[config.mk]
export PLATFORM = sky130hd
export DESIGN_NAME = tdpram_stream_reader
export DESIGN_NICKNAME = d
export VERILOG_FILES = /design/src/rtl/tdpram_rd_pkg.sv /design/src/rtl/tdpram_rd_skid_buf.sv /design/src/rtl/tdpram_stream_reader.sv
export SDC_FILE = /design/constraint.sdc
export NUM_CORES = 1
export LEC_CHECK = 0
export ABC_AREA = 1
export BUFFER_PORTS_ARGS = -buffer_cell sky130_fd_sc_hd__buf_2
export CORE_UTILIZATION = 54
export DETAILED_ROUTE_END_ITERATION = 8
export HOLD_SLACK_MARGIN = 0.06
export PLACE_DENSITY = 0.83
export SKIP_CTS_REPAIR_TIMING = 1
export SLEW_MARGIN = 0
export SYNTH_ARGS = -nofsm -noshare
export SYNTH_HDL_FRONTEND = slang
export SYNTH_SLANG_ARGS = --single-unit
[constraint.sdc]
create_clock -name clock -period 2.4 [get_ports clock]
set_clock_uncertainty 0.2 [all_clocks]
set_input_delay 0.36 -clock clock [delete_from_list [all_inputs] [get_ports clock]]
set_output_delay 0.36 -clock clock [all_outputs]
set_load 0.01 [all_outputs]
[src/rtl/tdpram_rd_pkg.sv]
// Shared types for the port-B stream reader: FSM state encoding and skid buffer geometry.
package tdpram_rd_pkg;

  typedef enum logic [1:0] {
    IDLE  = 2'd0,
    READ  = 2'd1,
    DRAIN = 2'd2
  } rd_state_e;

  // Two entries cover the single cycle of RAM read latency at full rate.
  localparam int unsigned BUF_DEPTH = 2;

  localparam int unsigned RD_DATA_W = 32;

  // Buffer entry layout at the default word width.
  typedef struct packed {
    logic                 last;
    logic [RD_DATA_W-1:0] data;
  } rd_entry_t;

endpackage

[src/rtl/tdpram_rd_skid_buf.sv]
// Two-entry FIFO that catches RAM read data one cycle after the address was issued.
module tdpram_rd_skid_buf
  import tdpram_rd_pkg::*;
#(
  parameter int DATA_WIDTH = 32
) (
  input  logic                  clock,
  input  logic                  reset_n,
  input  logic                  push_i,
  input  logic [DATA_WIDTH-1:0] push_data_i,
  input  logic                  push_last_i,
  input  logic                  pop_i,
  output logic [1:0]            occ_o,
  output logic [DATA_WIDTH-1:0] head_data_o,
  output logic                  head_last_o
);

  logic                  wr_ptr_q, wr_ptr_d;
  logic                  rd_ptr_q, rd_ptr_d;
  logic [1:0]            occ_q, occ_d;
  logic [DATA_WIDTH-1:0] data_a [BUF_DEPTH];
  logic                  last_a [BUF_DEPTH];

  always_comb begin
    wr_ptr_d = wr_ptr_q ^ push_i;
    rd_ptr_d = rd_ptr_q ^ pop_i;
    occ_d    = occ_q + 2'(push_i) - 2'(pop_i);
  end

  always_ff @(posedge clock or negedge reset_n) begin
    if (!reset_n) begin
      wr_ptr_q <= 1'b0;
      rd_ptr_q <= 1'b0;
      occ_q    <= 2'd0;
    end else begin
      wr_ptr_q <= wr_ptr_d;
      rd_ptr_q <= rd_ptr_d;
      occ_q    <= occ_d;
    end
  end

  for (genvar gi = 0; gi < BUF_DEPTH; gi++) begin : g_entry
    logic [DATA_WIDTH-1:0] data_q;
    logic                  last_q;

    always_ff @(posedge clock or negedge reset_n) begin
      if (!reset_n) begin
        data_q <= '0;
        last_q <= 1'b0;
      end else if (push_i && (wr_ptr_q == 1'(gi))) begin
        data_q <= push_data_i;
        last_q <= push_last_i;
      end
    end

    assign data_a[gi] = data_q;
    assign last_a[gi] = last_q;
  end

  assign occ_o       = occ_q;
  assign head_data_o = data_a[rd_ptr_q];
  assign head_last_o = last_a[rd_ptr_q];

endmodule

[src/rtl/tdpram_stream_reader.sv]
// Turns (address, length) descriptors into RAM port-B reads and a valid/ready word stream.
// Optional saturating perf counters are built when TDPRAM_RD_PERF_CNT_EN is defined.
module tdpram_stream_reader
  import tdpram_rd_pkg::*;
#(
  parameter int DATA_WIDTH  = 32,
  parameter int NUM_ENTRIES = 2048,
  parameter int ADDR_WIDTH  = $clog2(NUM_ENTRIES),
  parameter int LEN_WIDTH   = ADDR_WIDTH + 1
) (
  input  logic                  clock,
  input  logic                  reset_n,
  input  logic                  req_valid,
  output logic                  req_ready,
  input  logic [ADDR_WIDTH-1:0] req_addr,
  input  logic [LEN_WIDTH-1:0]  req_len,
  output logic [ADDR_WIDTH-1:0] ram_addr,
  output logic                  ram_we,
  output logic [DATA_WIDTH-1:0] ram_din,
  input  logic [DATA_WIDTH-1:0] ram_dout,
  output logic                  out_valid,
  input  logic                  out_ready,
  output logic [DATA_WIDTH-1:0] out_data,
  output logic                  out_last,
  output logic                  done,
`ifdef TDPRAM_RD_PERF_CNT_EN
  output logic [31:0]           perf_words,
  output logic [31:0]           perf_stalls,
`endif
  output logic                  busy
);

  rd_state_e             state_q, state_d;
  logic [ADDR_WIDTH-1:0] rd_ptr_q, rd_ptr_d;
  logic [ADDR_WIDTH-1:0] last_addr_q, last_addr_d;
  logic [LEN_WIDTH-1:0]  remaining_q, remaining_d;
  logic                  pending_q, pending_d;
  logic                  pending_last_q, pending_last_d;
  logic                  done_q, done_d;

  logic [1:0]            occ;
  logic [DATA_WIDTH-1:0] head_data;
  logic                  head_last;
  logic                  accept, pop, issue;
  logic [2:0]            fill;

  assign accept = req_valid && req_ready;
  assign pop    = out_valid && out_ready;
  assign fill   = {1'b0, occ} + {2'b0, pending_q};
  // A slot freed by this cycle's pop may be reused, hence the out_ready -> ram_addr path.
  assign issue  = (state_q == READ) && (fill < (3'd2 + {2'b0, pop}));

  always_comb begin
    state_d        = state_q;
    rd_ptr_d       = rd_ptr_q;
    last_addr_d    = last_addr_q;
    remaining_d    = remaining_q;
    pending_d      = issue;
    pending_last_d = issue && (remaining_q == LEN_WIDTH'(1));
    done_d         = 1'b0;
    case (state_q)
      IDLE: begin
        if (accept) begin
          if (req_len == '0) begin
            done_d = 1'b1;
          end else begin
            state_d     = READ;
            rd_ptr_d    = req_addr;
            remaining_d = req_len;
          end
        end
      end
      READ: begin
        if (issue) begin
          last_addr_d = rd_ptr_q;
          rd_ptr_d    = (rd_ptr_q == ADDR_WIDTH'(NUM_ENTRIES - 1)) ? '0
                                                                  : rd_ptr_q + ADDR_WIDTH'(1);
          remaining_d = remaining_q - LEN_WIDTH'(1);
          if (remaining_q == LEN_WIDTH'(1)) state_d = DRAIN;
        end
      end
      DRAIN: begin
        if (pop && head_last) begin
          state_d = IDLE;
          done_d  = 1'b1;
        end
      end
      default: state_d = IDLE;
    endcase
  end

  always_ff @(posedge clock or negedge reset_n) begin
    if (!reset_n) begin
      state_q        <= IDLE;
      rd_ptr_q       <= '0;
      last_addr_q    <= '0;
      remaining_q    <= '0;
      pending_q      <= 1'b0;
      pending_last_q <= 1'b0;
      done_q         <= 1'b0;
    end else begin
      state_q        <= state_d;
      rd_ptr_q       <= rd_ptr_d;
      last_addr_q    <= last_addr_d;
      remaining_q    <= remaining_d;
      pending_q      <= pending_d;
      pending_last_q <= pending_last_d;
      done_q         <= done_d;
    end
  end

  tdpram_rd_skid_buf #(
    .DATA_WIDTH (DATA_WIDTH)
  ) u_skid (
    .clock       (clock),
    .reset_n     (reset_n),
    .push_i      (pending_q),
    .push_data_i (ram_dout),
    .push_last_i (pending_last_q),
    .pop_i       (pop),
    .occ_o       (occ),
    .head_data_o (head_data),
    .head_last_o (head_last)
  );

  assign req_ready = reset_n && (state_q == IDLE);
  assign ram_addr  = issue ? rd_ptr_q : last_addr_q;
  assign ram_we    = 1'b0;
  assign ram_din   = '0;
  assign out_valid = (occ != 2'd0);
  assign out_data  = head_data;
  assign out_last  = out_valid && head_last;
  assign done      = done_q;
  assign busy      = (state_q != IDLE);

`ifdef TDPRAM_RD_PERF_CNT_EN
  logic [31:0] perf_words_q, perf_words_d;
  logic [31:0] perf_stalls_q, perf_stalls_d;

  always_comb begin
    perf_words_d  = perf_words_q;
    perf_stalls_d = perf_stalls_q;
    if (pop && (perf_words_q != '1)) perf_words_d = perf_words_q + 32'd1;
    if (out_valid && !out_ready && (perf_stalls_q != '1)) perf_stalls_d = perf_stalls_q + 32'd1;
  end

  always_ff @(posedge clock or negedge reset_n) begin
    if (!reset_n) begin
      perf_words_q  <= '0;
      perf_stalls_q <= '0;
    end else begin
      perf_words_q  <= perf_words_d;
      perf_stalls_q <= perf_stalls_d;
    end
  end

  assign perf_words  = perf_words_q;
  assign perf_stalls = perf_stalls_q;
`endif

endmodule

==> flow_metrics.tcl <==
set metrics [dict create \
    drive_gt1_frac 0.278 \
    hold_end "remaining_q[6]" \
    multi_input_area_um2 2680 \
    gp_congestion 0.892 \
    crit_path_start_kind "register" \
    die_height_um 106 \
    path_clk_slew_ps 110 \
    synthFlopType "dfrtp_1" \
    dp_hpwl_um 8330 \
    synth_enable_flop_cells 0 \
    grt_pass1_vias 4353 \
    antenna_left 0 \
    nFillCells 851 \
    yosysTopAreaCellShare 0.468 \
    swShare 0.471 \
    power_frac_seq 0.299 \
    die_w_um 106 \
    port_buffers 106 \
    overflow 0 \
    synthArstFlopShare 1.00 \
    cts_buffers 9 \
    path_class "register to output port" \
    pwr-share-comb 0.599 \
    initial_utilization 0.560 \
    synth_area_leaders "dfrtp_1 (47%), nand2_1 (12%), o21ai_0 (8.8%)" \
    drc 0 \
    ys.warnings.count 0 \
    max_freq_mhz 424 \
    min_period_over_period 0.982 \
    ys_ff_latch 109 \
    cts_tree "yes" \
    clk_path_buf_depth 2 \
    clockRootBuffer "clkbuf_8" \
    synthesis.area_um2 5830 \
    synth-seq-area-share 0.468 \
    area_growth_pct 21.9 \
    slew_viol_final 0 \
    grt_pass1_wl_um 20000 \
    drv_cap 0 \
    outcome "finished clean" \
    reg2reg_to "remaining_q[11]" \
    finalHoldViolations 0 \
    p_int_mw 5.73 \
    hold_class "primary input to register" \
    yosys.cell_count.top_type "nand2_1" \
    seq_area_um2 2730 \
    detail_route.wirelength_um 13400 \
    hold_depth 3 \
    dp_slack_ps 138 \
    core_area_um2 10400 \
    clock_sink_count 109 \
    via_count 4995 \
    fp-row-count 37 \
    drtIter0Drc 304 \
    diodes 0 \
    setup_viol 0 \
    die_area_um2 11200 \
    final.setup.worst_slack_ps 43.3 \
    drtPass1Iterations 5 \
    finalNetCount 902 \
    min_from "req_len[6]" \
    fin_crit_ps 2360 \
    synth.avg_cell_area_um2 8.42 \
    path_max_fanout 6 \
    ir_drop_mv 0.959 \
    reg2reg_from "u_skid.occ_o[0]" \
    relSlewSlack 0.628 \
    p_clk_frac 0.102 \
    powerDensity_nw_per_um2 1530 \
    clk_latency_ps 370 \
    wl_per_cell_um 13.8 \
    htree_levels 3 \
    grt_max_degree 110 \
    setup_tns_ps 0 \
    yosys.area.top_type "dfrtp_1" \
    crit_arrival_ps 1800 \
    tightest_slew_ps 558 \
    regToRegSetupSlack_ps 290 \
    end_kind "output port" \
    antenna_found_initial 0 \
    grt_setup_unrepaired "yes" \
    crit_required_ps 1840 \
    rr_worst_depth 9 \
    num_io_pins 140 \
    vias_per_cell 5.12 \
    p_sw_mw 5.11 \
    ys_types 39 \
    syn_inst 692 \
    grt_usage 0.222 \
    p_leak_nw 3.56 \
    synth_common_cells "nand2_1 (193), dfrtp_1 (109), o21ai_0 (103)" \
]
-- flip-flops by register name, summed over array words and instances, names as in the netlist, 2 cells and up --
signal and count:
rd_ptr_q 11, u_skid.g_entry.data_q 64, remaining_q 12, state_q 2, u_skid.g_entry.last_q 2, last_addr_q 11
u_skid.occ_o 2
-- worst max-delay path, stage by stage (launching register included) --
cell and delay (ps):
dfrtp_1 430, ha_4 180, ha_4 250, nand2_8 110
nand3_4 150, nand2_2 130, o21ai_2 50, buf_2 140
-- stage by stage --
stage	total power, mW	instances	util	instance area, um^2	hold slack (ps)
final	10.8	975	0.682	7100	65.1
after global routing	11.7	975	0.682	7100	73.5
after CTS	9.98	928	0.629	6550	-88.6
after detailed placement	8.87	912	0.609	6350	266
after global placement	8.66	912	0.609	6350	265
after floorplan	7.55	724	-	5950	-136
-- cells in the final DEF, fill, tap and decap left out, drive strengths merged, types with 3 or more instances in the layout --
cell,synthesis,layout
a21oi,5,5
buf,49,123
clkbuf,13,10
clkinv,0,4
conb,1,33
dfrtp,109,109
dlygate4sd3,0,34
ha,9,9
inv,71,73
mux2,33,33
nand2,208,208
nand3,26,30
nand4,4,4
nor2,36,36
o21ai,112,112
or2,4,4
xnor2,3,3
-- metal layers --
metal  vias up  track usage  share of wire
met5         -            0              0
met4         0       0.0516          0.011
met3        15       0.0478          0.049
met2       149        0.388           0.51
met1      2400        0.282           0.43
li1       2431            -              -
-- kinds of logic (layout without fill, tap and decap cells) --
family	after synthesis	count (layout)	synth area share
adders and majority gates	9	9	0.0193
and+or+nand+nor	281	285	0.209
DFF	109	109	0.468
muxes	33	33	0.0637
xor gates and xnor gates	5	5	0.00751
AOI/OAI and AO/OA	121	121	0.112
buffers and inverters	133	244	0.119
other	1	33	0.000643
-- power by group through the flow --
| stage | registers (mW) | clock network [mW] | logic [mW] |
|---|---|---|---|
| floorplan | 3.12 | 0 | 4.43 |
| global placement | 3.20 | 0 | 5.45 |
| detailed placement | 3.24 | 0 | 5.63 |
| CTS | 3.21 | 1.13 | 5.64 |
| global route | 3.34 | 1.19 | 7.21 |
| finish | 3.24 | 1.10 | 6.49 |
-- area by class of cell --
type	instances	area share
sequential	109	0.384
multi-input combinational	486	0.377
timing repair buffer	157	0.148
inverter	71	0.0387
tap	136	0.0240
clock buffer	10	0.0194
clock inverter	6	0.00881
-- how the worst max path moves through the flow --
| stage | start | to | slack (ps) | depth (start not counted) |
|---|---|---|---|---|
| finish | u_skid.occ_o[0] | ram_addr[7] | 40 | 7 |
| global route | u_skid.occ_o[0] | ram_addr[7] | -20 | 8 |
| CTS | u_skid.occ_o[0] | ram_addr[1] | -290 | 6 |
| detailed placement | u_skid.occ_o[0] | ram_addr[1] | 140 | 6 |
| global placement | pending_q | ram_addr[8] | 190 | 6 |
| floorplan | pending_q | ram_addr[2] | 240 | 6 |
Note: power is estimated with default switching activity, not from simulation.
